## src/rtl/contrast_pkg.sv

```systemverilog
// Shared types and sizing helpers for the frame statistics / contrast path.
package contrast_pkg;

  typedef enum logic {
    WAIT_SOF = 1'b0,
    IN_FRAME = 1'b1
  } fs_state_e;

  // Width of a full-frame pixel sum that can never wrap.
  function automatic int sum_width(input int dw, input int fw, input int fh);
    return dw + $clog2(fw * fh);
  endfunction

endpackage

```

## src/rtl/axis_skid_buffer.sv

```systemverilog
// Two-entry AXI-Stream skid buffer: registered s_tready, 1-cycle latency,
// full throughput, output held stable while stalled.
module axis_skid_buffer #(
  parameter int DATA_WIDTH = 8
) (
  input  logic                  clk,
  input  logic                  rst_n,
  input  logic [DATA_WIDTH-1:0] s_tdata_i,
  input  logic                  s_tuser_i,
  input  logic                  s_tlast_i,
  input  logic                  s_tvalid_i,
  output logic                  s_tready_o,
  output logic [DATA_WIDTH-1:0] m_tdata_o,
  output logic                  m_tuser_o,
  output logic                  m_tlast_o,
  output logic                  m_tvalid_o,
  input  logic                  m_tready_i
);

  localparam int BW = DATA_WIDTH + 2;

  logic [BW-1:0] out_q, out_d, skid_q, skid_d;
  logic          out_vld_q, out_vld_d, skid_vld_q, skid_vld_d, rdy_q;
  logic          in_fire, out_fire;
  logic [BW-1:0] in_beat;

  assign in_beat  = {s_tuser_i, s_tlast_i, s_tdata_i};
  assign in_fire  = s_tvalid_i && rdy_q;
  assign out_fire = out_vld_q && m_tready_i;

  always_comb begin
    out_d      = out_q;
    out_vld_d  = out_vld_q;
    skid_d     = skid_q;
    skid_vld_d = skid_vld_q;
    if (skid_vld_q) begin
      // Upstream is stalled while the skid slot is full; only drain it.
      if (out_fire) begin
        out_d      = skid_q;
        skid_vld_d = 1'b0;
      end
    end else if (in_fire) begin
      if (!out_vld_q || out_fire) begin
        out_d     = in_beat;
        out_vld_d = 1'b1;
      end else begin
        skid_d     = in_beat;
        skid_vld_d = 1'b1;
      end
    end else if (out_fire) begin
      out_vld_d = 1'b0;
    end
  end

  always_ff @(posedge clk or negedge rst_n) begin
    if (!rst_n) begin
      out_q      <= '0;
      out_vld_q  <= 1'b0;
      skid_q     <= '0;
      skid_vld_q <= 1'b0;
      rdy_q      <= 1'b0;
    end else begin
      out_q      <= out_d;
      out_vld_q  <= out_vld_d;
      skid_q     <= skid_d;
      skid_vld_q <= skid_vld_d;
      rdy_q      <= !skid_vld_d;
    end
  end

  assign s_tready_o = rdy_q;
  assign m_tvalid_o = out_vld_q;
  assign m_tuser_o  = out_q[BW-1];
  assign m_tlast_o  = out_q[BW-2];
  assign m_tdata_o  = out_q[DATA_WIDTH-1:0];

endmodule

```

## src/rtl/frame_stat.sv

```systemverilog
// Video pass-through that gathers per-frame min/max/sum and flags
// line/frame framing errors on the accepted input beats.
module frame_stat
  import contrast_pkg::*;
#(
  parameter  int DATA_WIDTH   = 8,
  parameter  int FRAME_WIDTH  = 640,
  parameter  int FRAME_HEIGHT = 512,
  localparam int SUM_W        = sum_width(DATA_WIDTH, FRAME_WIDTH, FRAME_HEIGHT)
) (
  input  logic                  clk,
  input  logic                  rst_n,
  input  logic [DATA_WIDTH-1:0] s_axis_tdata_i,
  input  logic                  s_axis_tuser_i,
  input  logic                  s_axis_tlast_i,
  input  logic                  s_axis_tvalid_i,
  output logic                  s_axis_tready_o,
  output logic [DATA_WIDTH-1:0] m_axis_tdata_o,
  output logic                  m_axis_tuser_o,
  output logic                  m_axis_tlast_o,
  output logic                  m_axis_tvalid_o,
  input  logic                  m_axis_tready_i,
  output logic                  stat_valid_o,
  output logic [DATA_WIDTH-1:0] stat_min_o,
  output logic [DATA_WIDTH-1:0] stat_max_o,
  output logic [SUM_W-1:0]      stat_sum_o,
  output logic                  err_short_line_o,
  output logic                  err_long_line_o,
  output logic                  err_early_sof_o,
  output logic                  err_no_sof_o
);

  localparam int CW = $clog2(FRAME_WIDTH) + 1;
  localparam int RW = $clog2(FRAME_HEIGHT) + 1;

  axis_skid_buffer #(.DATA_WIDTH(DATA_WIDTH)) u_skid (
    .clk        (clk),
    .rst_n      (rst_n),
    .s_tdata_i  (s_axis_tdata_i),
    .s_tuser_i  (s_axis_tuser_i),
    .s_tlast_i  (s_axis_tlast_i),
    .s_tvalid_i (s_axis_tvalid_i),
    .s_tready_o (s_axis_tready_o),
    .m_tdata_o  (m_axis_tdata_o),
    .m_tuser_o  (m_axis_tuser_o),
    .m_tlast_o  (m_axis_tlast_o),
    .m_tvalid_o (m_axis_tvalid_o),
    .m_tready_i (m_axis_tready_i)
  );

  fs_state_e             state_q;
  logic [CW-1:0]         col_q, col_b, col_d;
  logic [RW-1:0]         row_q, row_b;
  logic [SUM_W-1:0]      sum_q, sum_b, sum_d;
  logic [SUM_W:0]        sum_ext;
  logic [DATA_WIDTH-1:0] min_q, min_b, min_d, max_q, max_b, max_d;
  logic                  acc_fire, sof, eol, short_ln, long_ln, last_row;

  logic                  stat_valid_q, err_short_q, err_long_q, err_early_q, err_nosof_q;
  logic [DATA_WIDTH-1:0] stat_min_q, stat_max_q;
  logic [SUM_W-1:0]      stat_sum_q;

  assign acc_fire = s_axis_tvalid_i && s_axis_tready_o;
  assign sof      = s_axis_tuser_i;
  assign eol      = s_axis_tlast_i;

  // A SOF beat accumulates on top of an empty frame, so SOF+EOL on one
  // beat naturally behaves as a SOF immediately followed by an EOL.
  always_comb begin
    col_b    = sof ? '0 : col_q;
    row_b    = sof ? '0 : row_q;
    sum_b    = sof ? '0 : sum_q;
    min_b    = sof ? '1 : min_q;
    max_b    = sof ? '0 : max_q;
    col_d    = (col_b == CW'(FRAME_WIDTH)) ? col_b : col_b + CW'(1);
    sum_ext  = {1'b0, sum_b} + {{(SUM_W + 1 - DATA_WIDTH){1'b0}}, s_axis_tdata_i};
    sum_d    = sum_ext[SUM_W] ? '1 : sum_ext[SUM_W-1:0];
    min_d    = (s_axis_tdata_i < min_b) ? s_axis_tdata_i : min_b;
    max_d    = (s_axis_tdata_i > max_b) ? s_axis_tdata_i : max_b;
    short_ln = eol && (col_d < CW'(FRAME_WIDTH));
    long_ln  = !eol && (col_b == CW'(FRAME_WIDTH - 1));
    last_row = (row_b == RW'(FRAME_HEIGHT - 1));
  end

  always_ff @(posedge clk or negedge rst_n) begin
    if (!rst_n) begin
      state_q      <= WAIT_SOF;
      col_q        <= '0;
      row_q        <= '0;
      sum_q        <= '0;
      min_q        <= '0;
      max_q        <= '0;
      stat_valid_q <= 1'b0;
      stat_min_q   <= '0;
      stat_max_q   <= '0;
      stat_sum_q   <= '0;
      err_short_q  <= 1'b0;
      err_long_q   <= 1'b0;
      err_early_q  <= 1'b0;
      err_nosof_q  <= 1'b0;
    end else begin
      stat_valid_q <= 1'b0;
      err_short_q  <= 1'b0;
      err_long_q   <= 1'b0;
      err_early_q  <= 1'b0;
      err_nosof_q  <= 1'b0;
      if (acc_fire) begin
        if (state_q == WAIT_SOF && !sof) begin
          err_nosof_q <= 1'b1;
        end else begin
          err_early_q <= (state_q == IN_FRAME) && sof;
          err_short_q <= short_ln;
          err_long_q  <= long_ln;
          sum_q       <= sum_d;
          min_q       <= min_d;
          max_q       <= max_d;
          if (eol) begin
            col_q <= '0;
            if (last_row) begin
              stat_valid_q <= 1'b1;
              stat_min_q   <= min_d;
              stat_max_q   <= max_d;
              stat_sum_q   <= sum_d;
              row_q        <= '0;
              sum_q        <= '0;
              state_q      <= WAIT_SOF;
            end else begin
              row_q   <= row_b + RW'(1);
              state_q <= IN_FRAME;
            end
          end else begin
            col_q   <= col_d;
            row_q   <= row_b;
            state_q <= IN_FRAME;
          end
        end
      end
    end
  end

  assign stat_valid_o     = stat_valid_q;
  assign stat_min_o       = stat_min_q;
  assign stat_max_o       = stat_max_q;
  assign stat_sum_o       = stat_sum_q;
  assign err_short_line_o = err_short_q;
  assign err_long_line_o  = err_long_q;
  assign err_early_sof_o  = err_early_q;
  assign err_no_sof_o     = err_nosof_q;

endmodule

```

## config.mk

```make
export PLATFORM = sky130hd
export DESIGN_NAME = frame_stat
export DESIGN_NICKNAME = d
export VERILOG_FILES = /design/src/rtl/contrast_pkg.sv /design/src/rtl/axis_skid_buffer.sv /design/src/rtl/frame_stat.sv
export SDC_FILE = /design/constraint.sdc
export NUM_CORES = 1
export LEC_CHECK = 0
export CAP_MARGIN = 20
export CORE_MARGIN = 1
export CORE_UTILIZATION = 36
export CTS_CLUSTER_DIAMETER = 80
export CTS_CLUSTER_SIZE = 40
export DETAILED_ROUTE_END_ITERATION = 12
export PLACE_DENSITY = 0.63
export SYNTH_ARGS = -nofsm -noshare
export SYNTH_HDL_FRONTEND = slang
export SYNTH_SLANG_ARGS = --single-unit
```

## constraint.sdc

```tcl
create_clock -name clk -period 5.8 [get_ports clk]
set_input_delay 1.16 -clock clk [delete_from_list [all_inputs] [get_ports clk]]
set_output_delay 1.16 -clock clk [all_outputs]
set_load 0.01 [all_outputs]
```

==> results.txt, run 1 <==
----------------------------------------------------
[Critical path]
  Kind of capture point of the worst setup path ... flip-flop
  FF-to-FF path depth ... 10
  RR Startpoint ... row_q[0]
  Max Fanout on Critical Path ... 43
  Worst setup slack for register-to-register paths ... approximately 2.7 ns
  Kind of critical path ... in2reg
  CP required ... around 6 ns
  Worst Setup Start Kind ... input port
  R2R Path End ... stat_sum_o[25]
  Worst Path Arrival ... ~4.2 ns

[STA]
  Worst slew margin relative to its limit ... between 30% and 40%
  Max Clock Skew ... 0.01052 ns
  Final number of hold-violating endpoints ... 0
  Hold WS ... roughly 0.48 ns
  Final period demand of the worst path ... slightly below 4 ns
  Final setup viols ... 0
  Max-slew violations ... 0
  Unrepaired setup endpoints after global routing ... no
  Maximum operating frequency ... ~250 MHz
  Post-layout worst setup margin ... roughly 1.9 ns
  Summed negative setup slack over all endpoints ... 0 ns
  Transition at the pin with the smallest max-transition slack ... 0.9318 ns
  Final cycle utilization of the critical path ... 67.89%

[Finish]
  Final cell utilization of the core ... around 44%
  Most common cell after layout, fill and taps aside ... sky130_fd_sc_hd__dfrtp_1
  Fraction of layout instances using a drive strength above 1 ... 8.152%
  Diodes inserted ... 0
  Number of nets in the layout ... ~900
  Area delta synth->final ... 20.41%
  Highest-count cells in the layout ignoring fill and taps ... sky130_fd_sc_hd__dfrtp_1 (136), sky130_fd_sc_hd__nand2_1 (102), sky130_fd_sc_hd__clkdlybuf4s50_1 (71)
  Fill count ... 1970
  Count of placed standard cells in the final layout, fillers left out ... 1141
  Final std cell area, no fill ... roughly 0.009 mm2

[Routing]
  Average wire per cell in the routed design ... 16.61 um
  Post-route DRC ... 0
  Starting DRT DRC Count ... 621
  Routed via count ... around 6300
  ANT nets after route ... 0
  Sum of routed wire length over all layers ... 18.95 mm
  Number of iterations in the first detailed-routing pass ... 6
  Average via count per standard cell ... 5.488

[Place]
  Quantity of I/O buffers inserted on ports ... between 70 and 80
  Cell area after placement ... 0.008404 mm2
  RD Place Congestion ... between 0.8 and 0.9
  Worst setup slack before clock tree synthesis ... approximately 1.4 ns
  DPL Wire Length ... 12.83 mm
  Cell count after placement ... 1108

[Floorplan]
  Top-level I/O count ... between 70 and 80
  Number of placement rows ... 52
  Die X-Extent ... 145.9 um
  Die span in y ... ~150 um
  Initial standard-cell utilization of the core ... between 30% and 40%
  Die ar. ... between 0.02 and 0.025 mm2
  Standard cell core area ... between 0.02 and 0.025 mm2

[Run]
  Maximum capacitance violations ... 0

[Clock tree]
  Clk slew on worst S/H paths ... approximately 0.06 ns
  Buffer depth of the longest clock path ... 2
  CTS tree ... yes
  Cell chosen for the clock root ... sky130_fd_sc_hd__clkbuf_16
  Latest clock arrival within the worst-skew pair ... between 0.4 and 0.5 ns
  Number of H-tree levels ... 4
  Post-cts resize count ... 0
  Cts-stage hold buffer count ... 0
  Number of clock sinks seen by CTS ... around 140
  Postcts setup bufs ... 0
  Number of buffers created by CTS ... 17

[Hold path]
  Capture endpoint of the worst hold path ... u_skid.out_q[5]
  Cell depth of the worst min-delay path ... 2
  Hold Crit Start ... u_skid.out_q[5]
  Hold Crit Class ... reg2reg

[Global route]
  Wire length of the first global-routing pass ... 31.57 mm
  Initial antenna violation count ... 0
  Number of global-route vias before repair ... between 6000 and 7000
  Total GRT Usage ... between 10% and 20%
  Maximum number of pins on one net before global-route repair ... 95
  Total congestion overflow ... 0

[Logic synthesis]
  Distinct cell type count of the synthesized netlist ... just under 80
  Portion of the post-synthesis area used by sequential elements ... between 40% and 50%
  Async set-or-reset flop fraction in the synthesized netlist ... between 90% and 100%
  Number of synthesized flops with an enable pin ... 0
  Dominant cell type by area after synthesis ... sky130_fd_sc_hd__dfrtp_1
  Primary FF master, synth ... sky130_fd_sc_hd__dfrtp_1
  Post-Syn Nets ... ~840
  Share of Yosys cell area claimed by the top area cell type ... between 40 and 50%
  Number of warnings printed during yosys synthesis ... 0
  Top cells by area in the synthesized netlist ... sky130_fd_sc_hd__dfrtp_1 (46%), sky130_fd_sc_hd__nand2_1 (5.1%), sky130_fd_sc_hd__ha_1 (4.4%)
  Mapped Area ... 0.007456 mm2
  Average instance area after synthesis ... a little over 9 um2
  #FFs+latches synth ... about 140
  Gate Count Post-Synth ... 800

[Pwr]
  Design Power ... 3.216 mW
  Ratio of total power to cell area ... 358.3 mW/mm2
  LEAKAGE ... about 3.7 nW
  VDD IR-drop max ... about 0.18 mV

[Outcome]
  Status ... finished clean

----------------------------------------------------
==> cell families (layout without fill, tap and decap cells) <==
group           after synthesis  in the layout  share of synthesized area (%)
flops                       136            136                          45.65
buf+inv                      57            128                          3.323
compound gates              248            248                          22.10
fa+ha+maj                    27             27                          4.632
mux                          20             20                          2.819
simple gates                287            287                          18.54
xor+xnor                     25             25                          2.937
==> flip-flops by register name (all words and copies together), names as in the netlist, 8 cells and up <==
register,count
stat_sum_o,27
sum_q,27
col_q,11
row_q,10
u_skid.out_q,10
u_skid.skid_q,10
max_q,8
min_q,8
stat_max_o,8
stat_min_o,8
==> cell usage after synthesis, drive strengths merged (13+ instances only) <==
library cell,n
a31oi,18
nor2,66
ha,26
clkbuf,24
nand2,103
nor2b,17
xor2,14
dfrtp,136
buf,23
a21oi,48
o21ai,86
nand3,25
nand4,16
a21o,13
==> worst max path at each step <==
stage | from | to | slack [ns] | cells past startpoint
finish | s_axis_tuser_i | stat_sum_o[25] | 1.86 | 12
global route | s_axis_tuser_i | stat_sum_o[22] | 1.53 | 11
CTS | s_axis_tuser_i | stat_sum_o[25] | 1.86 | 11
detailed placement | s_axis_tuser_i | stat_sum_o[24] | 1.40 | 11
global placement | s_axis_tuser_i | stat_sum_o[8] | 1.53 | 12
floorplan | s_axis_tuser_i | stat_sum_o[22] | 1.84 | 13
==> per-layer routing <==
metal / global-route usage (%) / vias up / routed length [um]
met1: 25.94 / 3021 / 9164
met5: 0 / - / 0
met2: 28.40 / 175 / 8534
met4: 6.474 / 0 / 354
met3: 4.169 / 29 / 900
li1: - / 3037 / -
==> critical path, stage by stage <==
cell and delay [ns]:
sky130_fd_sc_hd__buf_2 0.36, sky130_fd_sc_hd__buf_4 0.32, sky130_fd_sc_hd__nor2b_1 0.15, sky130_fd_sc_hd__ha_1 0.24
sky130_fd_sc_hd__nand4_1 0.10, sky130_fd_sc_hd__nor3b_1 0.37, sky130_fd_sc_hd__and3_1 0.28, sky130_fd_sc_hd__nand2_1 0.40
sky130_fd_sc_hd__buf_4 0.39, sky130_fd_sc_hd__nor2_1 0.14, sky130_fd_sc_hd__buf_4 0.20, sky130_fd_sc_hd__a21oi_1 0.09
==> final cells by class <==
class                   count  area [um2]  area share (%)
clock buffers              21       450.4           5.017
clock inverters            11       115.1           1.282
inverters                  10       37.54          0.4181
multi-input cells         607        3809           42.43
flip-flops and latches    136        3403           37.91
well taps                 270       337.8           3.763
repair buffers             86       824.5           9.185
==> power by group <==
part	leakage [nW]	switching, mW	internal, mW
Combinational	1.67	0.518	0.393
Sequential	1.80	0.123	1.13
Clock	0.268	0.438	0.610
Total	3.74	1.08	2.14
Power figures use the tool's default switching activity.
==> run 2, diff against run 1 <==
==> constraint.sdc (replaced) <==
create_clock -name clk -period 4 [get_ports clk]
set_input_delay 0.8 -clock clk [delete_from_list [all_inputs] [get_ports clk]]
set_output_delay 0.8 -clock clk [all_outputs]
set_load 0.01 [all_outputs]
==> run 2 against run 1 <==
  * Total power increased by 50%
  * Clock power increased by 58%
  * Wire length increased by 0.49%
  * Hold slack got worse by 0.022 ns
  * Design area increased by 1.8%
  * Global-route usage increased by 0.34 points
  * Setup slack got worse by 1.1 ns
  * Sequential cell count unchanged
  * Combinational power increased by 47%
  * Non-clock buffer count increased by 11
  * Via count about the same
  * First-iteration DRC count decreased by 19%
==> results.txt, run 2 (synthesis results as in run 1) <==
----------------------------------------------------
[Clock tree]
  Latest clock arrival within the worst-skew pair ... about 0.43 ns
  Clk slew on worst S/H paths ... around 0.060 ns
  Number of H-tree levels ... 4
  Cts-stage hold buffer count ... 0
  Post-cts resize count ... 0
  Number of clock sinks seen by CTS ... 136
  Buffer depth of the longest clock path ... 2
  CTS tree ... yes
  Postcts setup bufs ... 0
  Number of buffers created by CTS ... 17
  Cell chosen for the clock root ... sky130_fd_sc_hd__clkbuf_16

[Routing]
  Post-route DRC ... 0
  Starting DRT DRC Count ... 504
  Sum of routed wire length over all layers ... 19.05 mm
  ANT nets after route ... 0
  Number of iterations in the first detailed-routing pass ... 4
  Average via count per standard cell ... approximately 5.4
  Average wire per cell in the routed design ... ~17 um
  Routed via count ... roughly 6300

[Pwr]
  VDD IR-drop max ... roughly 0.32 mV
  Share of power burned in registers ... between 30% and 40%
  Clk network pwr share ... approximately a third
  Combinational share of power ... 27.8%
  Ratio of total power to cell area ... about 530 mW/mm2
  Switching component of the power ... roughly 1.6 mW
  Int Power ... 3.256 mW
  Net Sw Frac ... ~33%
  LEAKAGE ... about 3.8 nW

[Place]
  DPL Wire Length ... about 13 mm
  Quantity of I/O buffers inserted on ports ... 73
  RD Place Congestion ... around 0.86
  Cell count after placement ... 1120
  Worst setup slack before clock tree synthesis ... between 0.3 and 0.4 ns

[Hold path]
  Hold Crit Class ... in2async

[Floorplan]
  Die span in y ... roughly 150 um
  Initial standard-cell utilization of the core ... between 30% and 40%
  Die ar. ... 0.02129 mm2
  Die X-Extent ... around 150 um
  Standard cell core area ... just over 0.02 mm2
  Number of placement rows ... 52
  Top-level I/O count ... 74

[Finish]
  Fill count ... 1973
  Fraction of layout instances using a drive strength above 1 ... 9.524%
  Number of nets in the layout ... 910
  Final cell utilization of the core ... ~45%
  Diodes inserted ... 0
  Combined flip-flop and latch cell area ... about 0.0034 mm2
  Most common cell after layout, fill and taps aside ... sky130_fd_sc_hd__dfrtp_1
  Count of placed standard cells in the final layout, fillers left out ... 1152
  Area delta synth->final ... 22.57%
  Highest-count cells in the layout ignoring fill and taps ... sky130_fd_sc_hd__dfrtp_1 (136), sky130_fd_sc_hd__nand2_1 (102), sky130_fd_sc_hd__clkdlybuf4s50_1 (71)
  Area occupied by multi-input gates ... ~0.0038 mm2

[STA]
  Summed negative setup slack over all endpoints ... 0 ns
  Post-layout worst setup margin ... slightly below 0.8 ns
  Final period demand of the worst path ... between 3 and 4 ns
  Final cycle utilization of the critical path ... 80.17%
  Max Clock Skew ... approximately 0.0093 ns
  Maximum operating frequency ... a little over 300 MHz
  Final setup viols ... 0
  Transition at the pin with the smallest max-transition slack ... 0.9866 ns
  Final number of hold-violating endpoints ... 0
  Unrepaired setup endpoints after global routing ... no
  Worst slew margin relative to its limit ... 33.92%
  Max-slew violations ... 0

[Outcome]
  Status ... finished clean

[Critical path]
  CP required ... 4.27 ns
  Worst setup path endpoint ... sum_q[20]
  Kind of capture point of the worst setup path ... flip-flop
  RR Startpoint ... row_q[0]
  Origin of the worst setup path ... s_axis_tdata_i[0]
  Max Fanout on Critical Path ... 8
  FF-to-FF path depth ... 10
  Worst setup slack for register-to-register paths ... about 1.3 ns
  R2R Path End ... stat_sum_o[11]
  Worst Path Arrival ... 3.48 ns
  Worst Setup Start Kind ... input port
  Kind of critical path ... in2reg

[Global route]
  Total congestion overflow ... 0
  Wire length of the first global-routing pass ... ~32 mm
  Number of global-route vias before repair ... slightly above 6000
  Maximum number of pins on one net before global-route repair ... between 90 and 100
  Initial antenna violation count ... 0
  Total GRT Usage ... 18.95%

[Run]
  Maximum capacitance violations ... 0

----------------------------------------------------
-- run 2: worst min-delay path by stage --
stage | cells after the start | slack [ns] | from | endpoint
2_1_floorplan | 2 | 0.44 | row_q[0] | row_q[0]
3_3_place_gp | 2 | 0.46 | row_q[0] | row_q[0]
3_5_place_dp | 2 | 0.47 | sum_q[7] | sum_q[7]
4_1_cts | 2 | 0.48 | sum_q[7] | sum_q[7]
5_1_grt | 2 | 0.50 | sum_q[23] | sum_q[23]
6_report | 1 | 0.45 | rst_n | stat_min_o[7]
-- run 2: worst max-delay path, stage by stage --
cell                              delay, ns
sky130_fd_sc_hd__clkdlybuf4s50_1       0.60
sky130_fd_sc_hd__ha_1                  0.33
sky130_fd_sc_hd__fa_1                  0.39
sky130_fd_sc_hd__a21o_1                0.23
sky130_fd_sc_hd__a221oi_2              0.33
sky130_fd_sc_hd__o21ai_1               0.26
sky130_fd_sc_hd__nand4_1               0.19
sky130_fd_sc_hd__xor2_1                0.22
sky130_fd_sc_hd__o211ai_1              0.11
-- run 2: layout make-up --
type                            count  share of cell area, %
Tap cell                          270                  3.697
Clock buffer                       20                  4.997
Sequential cell                   136                  37.24
Timing Repair Buffer               97                  10.20
Inverter                           10                 0.4107
Multi-Input combinational cell    607                  41.68
Clock inverter                     12                  1.780
-- run 2: layer usage --
| metal | vias to the layer above | global-route usage [%] | part of all wire (%) |
|---|---|---|---|
| li1 | 3058 | - | - |
| met1 | 3043 | 26.74 | 49 |
| met2 | 133 | 29.00 | 45 |
| met3 | 25 | 3.292 | 3.7 |
| met4 | 0 | 7.158 | 1.6 |
| met5 | - | 0 | 0 |
-- run 2: per-stage QoR --
step                      area (um2)  hold WS (ns)  power [mW]
after floorplan                 7456        0.4422       2.733
after global placement          8519        0.4580       3.169
after detailed placement        8519        0.4670       3.194
after CTS                       9139        0.4814       4.873
after global routing            9139        0.4965       5.135
final                           9139        0.4541       4.830
-- run 2: power by group through the flow --
| stage | sequential, mW | clock, mW | combinational, mW |
|---|---|---|---|
| after detailed placement | 1.86 | 0 | 1.34 |
| after floorplan | 1.81 | 0 | 0.922 |
| after global placement | 1.84 | 0 | 1.32 |
| after CTS | 1.83 | 1.70 | 1.35 |
| after global routing | 1.87 | 1.76 | 1.51 |
| final | 1.83 | 1.66 | 1.34 |
==> run 3, diff against run 2 <==
==> constraint.sdc (replaced) <==
create_clock -name clk -period 3.12 [get_ports clk]
set_input_delay 0.624 -clock clk [delete_from_list [all_inputs] [get_ports clk]]
set_output_delay 0.624 -clock clk [all_outputs]
set_load 0.01 [all_outputs]
==> run 3 against run 2 <==
  * Clock power grew 19%
  * Combinational power grew 37%
  * Sequential cell count is the same
  * Register-to-register slack lost 0.74 ns
  * Sequential power grew 28%
  * Wire length grew 3.1%
  * Die area is the same
==> results.txt, run 3 (synthesis results as in run 1) <==
----------------------------------------------------
[Outcome]
  Status ... finished clean

[Floorplan]
  Standard cell core area ... 0.02030 mm2
  Initial standard-cell utilization of the core ... 36.73%
  Die ar. ... 0.02129 mm2
  Number of placement rows ... 52
  Top-level I/O count ... 74
  Die span in y ... between 100 and 150 um
  Die X-Extent ... about 150 um

[Finish]
  Area delta synth->final ... 25.74%
  Final std cell area, no fill ... about 0.0094 mm2
  Number of nets in the layout ... about 940
  Highest-count cells in the layout ignoring fill and taps ... sky130_fd_sc_hd__dfrtp_1 (136), sky130_fd_sc_hd__nand2_1 (102), sky130_fd_sc_hd__clkdlybuf4s50_1 (71)
  Fraction of layout instances using a drive strength above 1 ... 13.11%
  Count of placed standard cells in the final layout, fillers left out ... roughly 1200
  Fill count ... roughly 1900
  Final cell utilization of the core ... 46.18%
  Most common cell after layout, fill and taps aside ... sky130_fd_sc_hd__dfrtp_1
  Diodes inserted ... 0

[Critical path]
  Most numerous cell on the critical path ... sky130_fd_sc_hd__buf_4
  Crit path buffers/inverters ... 3
  Worst Setup Start Kind ... input port
  Kind of critical path ... in2reg
  Worst stage delay on the critical path ... 0.48 ns
  Critical path, cell by cell ... clkdlybuf4s50_1 -> ha_1 -> fa_1 -> a21o_1 -> a221oi_1 -> buf_4 -> nor2_1 -> buf_4 -> a31oi_1 -> o21ai_0 -> o21ai_1
  CP max-delay cell ... sky130_fd_sc_hd__clkdlybuf4s50_1
  Worst Path Arrival ... between 3 and 4 ns
  Largest delay contributor family on the critical path ... compound AO/OA/AOI/OAI gates
  Max Fanout on Critical Path ... 6
  RR Startpoint ... sum_q[0]
  Kind of capture point of the worst setup path ... flip-flop
  CP required ... 3.47 ns
  Origin of the worst setup path ... s_axis_tdata_i[0]

[STA]
  Final period demand of the worst path ... around 2.7 ns
  Max-slew violations ... 0
  Final cycle utilization of the critical path ... slightly below 90%
  Maximum operating frequency ... 364.8 MHz
  Transition at the pin with the smallest max-transition slack ... between 0.8 and 0.9 ns
  Unrepaired setup endpoints after global routing ... no
  Final setup viols ... 0
  Final number of hold-violating endpoints ... 0
  Max Clock Skew ... between 0.008 and 0.009 ns
  Post-layout worst setup margin ... roughly 0.38 ns
  Worst slew margin relative to its limit ... a little over two fifths
  Summed negative setup slack over all endpoints ... 0 ns

[Routing]
  Starting DRT DRC Count ... 497
  Highest Signal Layer ... met4
  Met3 wire len ... between 700 and 800 um
  Average wire per cell in the routed design ... ~17 um
  Sum of routed wire length over all layers ... around 20 mm
  Average via count per standard cell ... ~5.4
  Routed met2 length ... 8.798 mm
  Routed via count ... about 6400
  Post-route DRC ... 0
  Number of iterations in the first detailed-routing pass ... 5
  Metal1 wirelength ... 9.742 mm
  ANT nets after route ... 0

[Hold path]
  Hold Crit Class ... in2async

[Global route]
  Initial antenna violation count ... 0
  Total GRT Usage ... 19.17%
  Total congestion overflow ... 0
  Number of global-route vias before repair ... slightly above 6000
  Maximum number of pins on one net before global-route repair ... approximately 60
  Wire length of the first global-routing pass ... 32.43 mm

[Pwr]
  Clk network pwr share ... 32.1%
  Share of power burned in registers ... between 30% and 40%
  Int Power ... 4.011 mW
  Combinational share of power ... between 20% and 30%
  VDD IR-drop max ... approximately 0.43 mV
  Ratio of total power to cell area ... 656.3 mW/mm2
  Net Sw Frac ... between 30% and 40%
  Switching component of the power ... roughly 2.1 mW
  LEAKAGE ... roughly 4.0 nW

[Clock tree]
  Post-cts resize count ... 0
  Number of clock sinks seen by CTS ... around 140
  Clk slew on worst S/H paths ... approximately 0.07 ns
  Cell chosen for the clock root ... sky130_fd_sc_hd__clkbuf_16
  CTS tree ... yes
  Number of H-tree levels ... 4
  Latest clock arrival within the worst-skew pair ... around 0.43 ns
  Number of buffers created by CTS ... 17
  Cts-stage hold buffer count ... 0
  Buffer depth of the longest clock path ... 2
  Postcts setup bufs ... 0

[Place]
  Cell count after placement ... around 1200
  RD Place Congestion ... approximately 0.88
  DPL Wire Length ... 13.84 mm
  Worst setup slack before clock tree synthesis ... -0.02003 ns
  Quantity of I/O buffers inserted on ports ... between 70 and 80
  Cell area after placement ... 0.008798 mm2

[Run]
  Maximum capacitance violations ... 0

----------------------------------------------------
## run 3: cell types whose count changed in the layout (fill, tap and decap cells not counted), moves of 2 or more
cell,previous run,this run
sky130_fd_sc_hd__buf_12,2,4
sky130_fd_sc_hd__inv_6,6,4
sky130_fd_sc_hd__bufinv_16,3,0
sky130_fd_sc_hd__buf_4,22,53
sky130_fd_sc_hd__clkbuf_8,2,0
sky130_fd_sc_hd__clkinv_4,0,2
sky130_fd_sc_hd__inv_8,0,6
## run 3: area by class of cell
class | count | area, um2 | share of cell area, %
multi-input combinational | 607 | 3815 | 40.69
sequential | 136 | 3403 | 36.30
timing repair buffer | 130 | 1205 | 12.85
clock buffer | 17 | 425.4 | 4.538
tap | 270 | 337.8 | 3.603
clock inverter | 15 | 151.4 | 1.615
inverter | 10 | 37.54 | 0.4004
## run 3: worst paths after layout
check                                        to  slack (ns)  cells after the start
worst min-delay path            err_long_line_o        0.13                      1
worst min register to register  u_skid.out_q[4]        0.48                      2
min in group clk                u_skid.out_q[4]        0.48                      2
worst max register to register        sum_q[22]        0.58                     11
worst max-delay path                  sum_q[22]        0.38                     11
max in group asynchronous       u_skid.out_q[1]        2.19                      2
## run 3: per-layer routing
metal	global-route usage [%]	vias up
li1	-	3129
met1	27.07	3059
met2	29.38	169
met3	3.981	27
met4	6.000	0
met5	0	-
## run 3: power by group through the flow
| stage | Combinational, mW | Sequential [mW] | Clock [mW] |
|---|---|---|---|
| after floorplan | 1.19 | 2.32 | 0 |
| after global placement | 1.80 | 2.37 | 0 |
| final | 1.83 | 2.35 | 1.97 |
| after global routing | 2.04 | 2.40 | 2.09 |
| after CTS | 1.83 | 2.35 | 2.02 |
| after detailed placement | 1.82 | 2.38 | 0 |
## run 3: through the flow
| stage | power (mW) | hold WS [ns] |
|---|---|---|
| 3_5_place_dp | 4.200 | 0.4702 |
| 3_3_place_gp | 4.167 | 0.4567 |
| 5_1_grt | 6.533 | 0.1586 |
| 6_report | 6.153 | 0.1295 |
| 2_1_floorplan | 3.510 | 0.3284 |
| 4_1_cts | 6.201 | 0.1393 |
